--- config.mk ---
export PLATFORM = sky130hd
export DESIGN_NAME = dilation3x3_stream
export DESIGN_NICKNAME = d
export VERILOG_FILES = /design/src/rtl/dilation3x3_stream_pkg.sv /design/src/rtl/dilation3x3_stream_line_buffer.sv /design/src/rtl/dilation3x3_stream.sv
export SDC_FILE = /design/constraint.sdc
export NUM_CORES = 2
export LEC_CHECK = 0
export CAP_MARGIN = 40
export CORE_MARGIN = 2
export CORE_UTILIZATION = 55
export DETAILED_ROUTE_END_ITERATION = 10
export GPL_TIMING_DRIVEN = 1
export HOLD_SLACK_MARGIN = 0.1
export PLACE_DENSITY = 0.74
export SLEW_MARGIN = 15
export SYNTH_ARGS = -nofsm -noshare
export SYNTH_HDL_FRONTEND = slang
export SYNTH_SLANG_ARGS = --single-unit
export TNS_END_PERCENT = 1
--- constraint.sdc ---
create_clock -name clock -period 18.92 [get_ports clock]
set_input_delay 1.892 -clock clock [delete_from_list [all_inputs] [get_ports clock]]
set_output_delay 1.892 -clock clock [all_outputs]
set_load 0.01 [all_outputs]
--- src/rtl/dilation3x3_stream_pkg.sv ---
// -----------------------------------------------------------------------------
// dilation3x3_stream_pkg
//   Shared definitions for the streaming 3x3 binary dilation block.
//   - FSM state encoding (IDLE / RUN / FLUSH), exported on the debug port.
//   - Window position bit indices: bit (3*r + c) of a 9-bit mask refers to
//     window row r (0 = row above centre) and column c (0 = column left of
//     centre). K_11 is the centre.
//   - Default line-buffer depth.
//   - inside_mask(): builds the 9-bit set of window positions that lie inside
//     the image, from per-row and per-column "inside" flags.
// -----------------------------------------------------------------------------
package dilation3x3_stream_pkg;

   localparam int DEF_MAX_WIDTH = 640;

   localparam logic [1:0] ST_IDLE  = 2'd0;
   localparam logic [1:0] ST_RUN   = 2'd1;
   localparam logic [1:0] ST_FLUSH = 2'd2;

   localparam int K_00 = 0;
   localparam int K_01 = 1;
   localparam int K_02 = 2;
   localparam int K_10 = 3;
   localparam int K_11 = 4;
   localparam int K_12 = 5;
   localparam int K_20 = 6;
   localparam int K_21 = 7;
   localparam int K_22 = 8;

   // row_ok[r] / col_ok[c] say whether window row r / column c is inside the
   // image for the pixel currently being emitted.
   function automatic logic [8:0] inside_mask(input logic [2:0] row_ok,
                                              input logic [2:0] col_ok);
      logic [8:0] m;
      m       = '0;
      m[K_00] = row_ok[0] & col_ok[0];
      m[K_01] = row_ok[0] & col_ok[1];
      m[K_02] = row_ok[0] & col_ok[2];
      m[K_10] = row_ok[1] & col_ok[0];
      m[K_11] = row_ok[1] & col_ok[1];
      m[K_12] = row_ok[1] & col_ok[2];
      m[K_20] = row_ok[2] & col_ok[0];
      m[K_21] = row_ok[2] & col_ok[1];
      m[K_22] = row_ok[2] & col_ok[2];
      return m;
   endfunction

endpackage

--- src/rtl/dilation3x3_stream_line_buffer.sv ---
// -----------------------------------------------------------------------------
// line_buffer_n
//   Programmable-length delay line built on a single RAM with one read and one
//   write to the same address per enabled cycle (read-before-write).
//   The read data is registered, so with length L the value on dout just
//   before enable k is the din presented at enable k-1-L. The caller therefore
//   programs L = (desired delay) - 1.
//
// Ports
//   clock  in   system clock
//   reset  in   synchronous active-high reset (clears pointer and dout only)
//   en     in   advance the delay line by one sample
//   start  in   first sample of a frame: use address 0 and restart the pointer
//   len    in   delay length L (1..MAX_WIDTH)
//   din    in   sample written on en
//   dout   out  registered read data
// -----------------------------------------------------------------------------
module line_buffer_n #(
   parameter int N         = 1,
   parameter int MAX_WIDTH = 640
) (
   input  logic         clock,
   input  logic         reset,
   input  logic         en,
   input  logic         start,
   input  logic [15:0]  len,
   input  logic [N-1:0] din,
   output logic [N-1:0] dout
);

   localparam int AW = (MAX_WIDTH > 1) ? $clog2(MAX_WIDTH) : 1;
   localparam logic [AW-1:0] LAST_ADDR = AW'(MAX_WIDTH - 1);

   logic [N-1:0]  mem [MAX_WIDTH];
   logic [AW-1:0] ptr;
   logic [AW-1:0] addr;
   logic [AW-1:0] addr_nxt;

   // Restarting at address 0 on the first sample of every frame keeps the
   // cycle length exactly L even when the previous frame used another width.
   assign addr = start ? '0 : ptr;

   // The extra guard on LAST_ADDR keeps the address in range when an illegal
   // length is programmed.
   always_comb begin
      addr_nxt = addr + AW'(1);
      if ((32'(addr) + 32'd1 >= 32'(len)) || (addr == LAST_ADDR)) begin
         addr_nxt = '0;
      end
   end

   always_ff @(posedge clock) begin
      if (reset) begin
         ptr  <= '0;
         dout <= '0;
      end else if (en) begin
         ptr  <= addr_nxt;
         dout <= mem[addr];
      end
   end

   // Storage is not reset: stale contents only ever land in window positions
   // that the border masking forces to zero.
   always_ff @(posedge clock) begin
      if (en) begin
         mem[addr] <= din;
      end
   end

endmodule

--- src/rtl/dilation3x3_stream.sv ---
// -----------------------------------------------------------------------------
// dilation3x3_stream
//   Streaming 3x3 morphological dilation of an N-bit-per-pixel binary image.
//   Each output bit is the OR of the enabled (MASK) positions of the 3x3
//   neighbourhood, with positions outside the image treated as zero.
//   Exactly img_width*img_height outputs per frame, in raster order.
//
// Ports
//   clock       in   system clock
//   reset       in   synchronous active-high reset
//   img_width   in   frame width (2..MAX_WIDTH), sampled on a frame's 1st pixel
//   img_height  in   frame height (>=2), sampled on a frame's 1st pixel
//   in_valid    in   input pixel present
//   in_ready    out  input accepted when in_valid && in_ready (low in FLUSH)
//   in_pixel    in   input pixel, raster order
//   out_valid   out  single-cycle output strobe
//   out_pixel   out  dilated pixel, aligned with out_valid
//   frame_done  out  pulses together with the last output of a frame
//   dbg_state   out  current FSM state (IDLE / RUN / FLUSH encoding)
//
// Handshake: a pixel transfers on a rising edge where in_valid and in_ready
// are both high; upstream must hold in_valid/in_pixel until then. The output
// side has no backpressure.
//
// Timing: every advance (accepted pixel, or one injected zero while flushing)
// shifts the window. The centre of the window is then pixel (step - W - 1),
// so output j leaves one cycle after step j+W+1. The flush injects W+1 zeros
// to push the last row through.
// -----------------------------------------------------------------------------
module dilation3x3_stream
   import dilation3x3_stream_pkg::*;
#(
   parameter int         N         = 1,
   parameter int         MAX_WIDTH = DEF_MAX_WIDTH,
   parameter logic [8:0] MASK      = 9'h1FF
) (
   input  logic         clock,
   input  logic         reset,
   input  logic [15:0]  img_width,
   input  logic [15:0]  img_height,
   input  logic         in_valid,
   output logic         in_ready,
   input  logic [N-1:0] in_pixel,
   output logic         out_valid,
   output logic [N-1:0] out_pixel,
   output logic         frame_done,
   output logic [1:0]   dbg_state
);

   // ---------------------------------------------------------------- state
   logic [1:0]  state;
   logic [15:0] w_reg;
   logic [15:0] h_reg;
   logic [31:0] total_reg;   // W*H of the current frame
   logic [31:0] step_cnt;    // index of the next advance within the frame
   logic [15:0] oc;          // column of the pixel being emitted
   logic [15:0] orow;        // row of the pixel being emitted

   // ------------------------------------------------------------- controls
   logic         accept;
   logic         inject;
   logic         advance;
   logic         emit;
   logic         last_out;
   logic [15:0]  cur_w;
   logic [15:0]  lb_len;
   logic [31:0]  img_total;
   logic [N-1:0] pix_new;

   // ------------------------------------------------------------- datapath
   logic [N-1:0] lb1_q;
   logic [N-1:0] lb2_q;
   logic [N-1:0] win  [3][3];  // [row][col], row 0 = above centre
   logic [N-1:0] nwin [3][3];  // window after the current advance
   logic [2:0]   row_ok;
   logic [2:0]   col_ok;
   logic [8:0]   keep;
   logic [N-1:0] dil;

   assign in_ready  = (state != ST_FLUSH);
   assign dbg_state = state;
   assign accept    = in_valid && in_ready;
   assign inject    = (state == ST_FLUSH);
   assign advance   = accept || inject;
   assign pix_new   = inject ? '0 : in_pixel;

   // On the first pixel of a frame the width is not latched yet, so the line
   // buffers take it straight from the port.
   assign cur_w     = (state == ST_IDLE) ? img_width : w_reg;
   assign lb_len    = cur_w - 16'd1;
   assign img_total = 32'(img_width) * 32'(img_height);

   // The first W+1 advances of a frame only fill the window.
   assign emit      = advance && (state != ST_IDLE) &&
                      (step_cnt >= (32'(w_reg) + 32'd1));
   assign last_out  = (oc == w_reg - 16'd1) && (orow == h_reg - 16'd1);

   // ---------------------------------------------------------- line buffers
   // lb1 delays the incoming stream by one row, lb2 delays lb1 by another.
   line_buffer_n #(
      .N         (N),
      .MAX_WIDTH (MAX_WIDTH)
   ) u_lb1 (
      .clock (clock),
      .reset (reset),
      .en    (advance),
      .start (state == ST_IDLE),
      .len   (lb_len),
      .din   (pix_new),
      .dout  (lb1_q)
   );

   line_buffer_n #(
      .N         (N),
      .MAX_WIDTH (MAX_WIDTH)
   ) u_lb2 (
      .clock (clock),
      .reset (reset),
      .en    (advance),
      .start (state == ST_IDLE),
      .len   (lb_len),
      .din   (lb1_q),
      .dout  (lb2_q)
   );

   // ---------------------------------------------------------------- window
   always_comb begin
      for (int r = 0; r < 3; r++) begin
         nwin[r][0] = win[r][1];
         nwin[r][1] = win[r][2];
      end
      nwin[0][2] = lb2_q;
      nwin[1][2] = lb1_q;
      nwin[2][2] = pix_new;
   end

   always_ff @(posedge clock) begin
      if (reset) begin
         for (int r = 0; r < 3; r++) begin
            for (int c = 0; c < 3; c++) begin
               win[r][c] <= '0;
            end
         end
      end else if (advance) begin
         for (int r = 0; r < 3; r++) begin
            for (int c = 0; c < 3; c++) begin
               win[r][c] <= nwin[r][c];
            end
         end
      end
   end

   // ------------------------------------------------------- border masking
   // Row/column flags for the pixel being emitted. Masking the right column
   // at oc==W-1 and the left column at oc==0 is what stops one row's edge
   // from bleeding into the next row.
   assign row_ok = {(orow != h_reg - 16'd1), 1'b1, (orow != 16'd0)};
   assign col_ok = {(oc   != w_reg - 16'd1), 1'b1, (oc   != 16'd0)};
   assign keep   = MASK & inside_mask(row_ok, col_ok);

   always_comb begin
      dil = '0;
      for (int r = 0; r < 3; r++) begin
         for (int c = 0; c < 3; c++) begin
            if (keep[3*r + c]) begin
               dil = dil | nwin[r][c];
            end
         end
      end
   end

   // ------------------------------------------------------- FSM + counters
   always_ff @(posedge clock) begin
      if (reset) begin
         state      <= ST_IDLE;
         w_reg      <= '0;
         h_reg      <= '0;
         total_reg  <= '0;
         step_cnt   <= '0;
         oc         <= '0;
         orow       <= '0;
         out_valid  <= 1'b0;
         out_pixel  <= '0;
         frame_done <= 1'b0;
      end else begin
         out_valid  <= emit;
         frame_done <= emit && last_out;

         if (emit) begin
            out_pixel <= dil;
            if (oc >= w_reg - 16'd1) begin
               oc   <= '0;
               orow <= orow + 16'd1;
            end else begin
               oc   <= oc + 16'd1;
            end
         end

         case (state)
            ST_IDLE: begin
               if (accept) begin
                  w_reg     <= img_width;
                  h_reg     <= img_height;
                  total_reg <= img_total;
                  step_cnt  <= 32'd1;
                  oc        <= '0;
                  orow      <= '0;
                  // A degenerate one-pixel frame is already complete.
                  state     <= (img_total <= 32'd1) ? ST_FLUSH : ST_RUN;
               end
            end
            ST_RUN: begin
               if (accept) begin
                  step_cnt <= step_cnt + 32'd1;
                  if (step_cnt + 32'd1 >= total_reg) begin
                     state <= ST_FLUSH;
                  end
               end
            end
            ST_FLUSH: begin
               // Flush steps are W*H .. W*H+W, i.e. W+1 injected zeros.
               if (step_cnt >= total_reg + 32'(w_reg)) begin
                  state    <= ST_IDLE;
                  step_cnt <= '0;
               end else begin
                  step_cnt <= step_cnt + 32'd1;
               end
            end
            default: begin
               state <= ST_IDLE;
            end
         endcase
      end
   end

endmodule

==> reports/qor.csv <==
metric;value;unit
number of synthesized flops with an enable pin;1286;
final wirelength;220000;um
Hold Vio Cnt, Final;0;
Syn Nets;7617;
vias in the first global route;55700;
worst hold path type;flip-flop to flip-flop;
DIE AREA;0.144;mm2
CP arrival;9360;ps
Synth warnings;0;
RSZ-0062 raised after global routing;false;
largest registers;u_lb1.mem: 640 flops, u_lb2.mem: 640 flops;
Final period util;0.457;
Min-Delay Path Depth;2;
worst-skew pair later-pin latency;830;ps
cell mode on critical path;fa_1;
H-tree levels;4;
Util after Layout;0.610;
initial antenna violation count;0;
Nets;7484;
starting density of the core;0.554;
CTS tree;yes;
post-synthesis sequential area ratio;0.540;
worst hold slack;471;ps
GR met1 Demand/Resource;0.405;
Worst Hold Launch;total_reg[31];
PortBufs;41;
Switching Share;0.368;
busiest layer in global routing;met2;
layout cells sized above 1;0.0841;
Final Skew;54.6;ps
Crit Path Max Fanout;19;
CTS Buffer Depth;3;
Vias/cell;6.35;
CP endpoint kind;flip-flop;
sequential share of power;0.344;
total grt overflow;0;
FFs w/ async S/R, synth;0;
Synth Register Bits;1441;
Pint;6.91;mW
largest net degree at the start of global routing;293;
GR Util met3;0.0690;
sw power;4.03;mW
crit path launch;img_width[5];
post-synthesis cell area;0.0773;mm2
most common flop cell mapped by yosys;edfxtp_1;
first-pass GRT wire length;332000;um
hold endpoint;total_reg[31];
Final setup violation count;0;
Worst slew margin;0.209;
post-route design area;0.0851;mm2
met2 usage;0.482;
CTS hold repair buffers;0;
clock edge transition at the registers on the reported setup and hold paths;60;ps
worst-path cell chain;clkdlybuf4s50_1 -> and2_1 -> fa_1 -> inv_1 -> fa_1 -> inv_1 -> fa_1 -> fa_1 -> fa_1 -> inv_1 -> fa_1 -> inv_1 -> ha_1 -> nand2_1 -> nor3_1 -> and3_1 -> a31oi_1 -> o21ai_1 -> xor2_1 -> nor3_1 -> nand4_1 -> or4b_4 -> a32o_1;
drt wl/cell;24.5;um
vias post-DR;57100;
num ports;42;
DRT iter0 DRCs;8041;
Max IR drop VDD;0.000221;V
HPWL Detailed;138000;um
FP Rows;137;
Setup Fix Bufs, Post-CTS;0;
fmax;116;MHz
Worst R2R Path Depth;16;
die height;379;um
sum of negative setup slack;0;ps
Area after DPL;0.0801;mm2
Req. time, crit path;19630;ps
r2r endpoint;u_lb1.dout;
Comb power frac;0.386;
Max Cap Violations;0;
clk root buf;clkbuf_16;
1st-pass router iterations;6;
Clock Power Share;0.270;
FF-to-FF setup slack;12540;ps
core area;0.140;mm2
syn avg cell area;10.8;um2
DRT antenna net count;0;
GRT Overall Usage;0.306;
CTS sink count;1441;
worst setup path category;input pin to flip-flop;
Critical Path Start Type;input pin;
DRC Markers;0;
Static Leakage;29.4;nW
die width;379;um
Post-CTS Resized;0;
PwrDens;129;mW/mm2
area grow syn2layout;10.0;%
WP buf/inv;5;
Post-Synthesis Cells;7127;
Worst-Margin Slew;1190;ps
Crit path largest cell delay;860;ps
Crit path max-delay family;adder cells;
Max Slew Vio Count;0;
total power;10.9;mW
reg2reg start;dbg_state[0];
Worst path slowest cell;clkdlybuf4s50_1;
placer congestion estimate;0.913;
Distinct cells, synth;88;
number of CTS-inserted buffers;152;
fin crit period;8650;ps
outcome;completed;
## stage by stage
step / std cells / worst slack, ps
floorplan: 7127 / 6120
global placement: 8667 / 9570
detailed placement: 8712 / 9520
CTS: 8982 / 10350
global route: 8986 / 9970
finish: 8987 / 10270
## cells by family after synthesis
group | after synthesis | share of synthesized area
AND/OR/NAND/NOR | 2939 | 0.163
flip-flops | 1441 | 0.540
AO/OA/AOI/OAI | 925 | 0.0791
buffers and inverters | 842 | 0.0431
adder cells (fa/ha/maj) | 454 | 0.0924
multiplexers | 348 | 0.0626
XOR/XNOR | 178 | 0.0202
## cell usage after synthesis (all sizes together), types with 10 or more instances
master      n  area [um2]
a2111oi    14         124
a211oi     55         418
a21o       63         473
a21oi     277        1400
a221oi     26         228
a22o       16         140
a22oi      22         165
a311oi     17         149
a31oi      40         250
a32o       10         100
and2      143         896
and3       40         250
buf       135         677
clkbuf    396        1490
dfxtp     155        3100
edfxtp   1286       38600
fa        195        3900
ha        259        3240
inv       311        1170
mux2       22         248
mux2i     220        2200
mux4      106        2390
nand2     727        2730
nand2b     27         169
nand3     177         886
nand4      53         332
nor2     1487        5580
nor2b      70         438
nor3       95         480
nor3b      14         105
nor4       34         213
nor4b      10        87.6
o2111ai    13         114
o211ai     22         170
o21a       17         128
o21ai     138         691
o221ai     44         385
o22ai      62         388
o311ai     15         131
or2        12        75.1
or3        20         125
xnor2     102         893
xor2       76         666
## worst max path at each step
stage / to / slack (ps) / cells after the start
after floorplan: u_lb1.mem[0] / 6120 / 1
after global placement: dbg_state[0] / 9570 / 23
after detailed placement: dbg_state[0] / 9520 / 24
after CTS: dbg_state[0] / 10350 / 23
after global routing: dbg_state[0] / 9970 / 23
final: dbg_state[0] / 10270 / 23
## per-layer routing
layer  vias up  part of all wire
li1      24800                 -
met1     28100              0.37
met2      3526              0.46
met3       658              0.13
met4         0             0.048
met5         -                 0
## cells in the final DEF (no fill, tap or decap), types with 63 or more instances in the layout
cell type  Yosys  final
dfxtp_1      155    149
edfxtp_1    1286   1286
mux2i_1      220    220
nor2b_1       70     64
mux4_2       106    106
fa_1         195    195
xor2_1        76     76
o21ai_0      124    122
nand2_1      727    723
and2_1       142    141
nor3_1        94     93
xnor2_1      102    102
nor2_1      1487   1484
buf_4         14    154
inv_1        307    307
a21o_1        63     63
a21oi_1      275    272
clkbuf_16      0    152
ha_1         259    258
nand3_1      177    172
## worst register-to-register path, delay by kind of cell (launching register included)
| family | cells | cell delay (ps) |
|---|---|---|
| buffers and inverters | 5 | 1900 |
| AOI/OAI and AO/OA | 5 | 1800 |
| and+or+nand+nor | 4 | 950 |
| muxes | 1 | 830 |
| DFF | 1 | 520 |
| adders and majority gates | 1 | 240 |
## area by class of cell
cell class | count | area (um2)
diodes | 1 | 2.50
clock buffers | 189 | 3960
clock inverters | 81 | 956
fillers | 11000 | 54400
inverters | 311 | 1180
multi-input cells | 4844 | 32400
flip-flops and latches | 1441 | 41700
well taps | 1876 | 2350
repair buffers | 244 | 2520
## power groups by stage
stage	clock network (mW)	logic (mW)	registers, mW
3_5_place_dp	0	4.14	3.83
3_3_place_gp	0	4.06	3.83
5_1_grt	3.10	4.65	3.77
6_report	2.96	4.22	3.77
2_1_floorplan	0	3.05	3.91
4_1_cts	2.98	4.17	3.76
(Power assumes the default switching activity.)
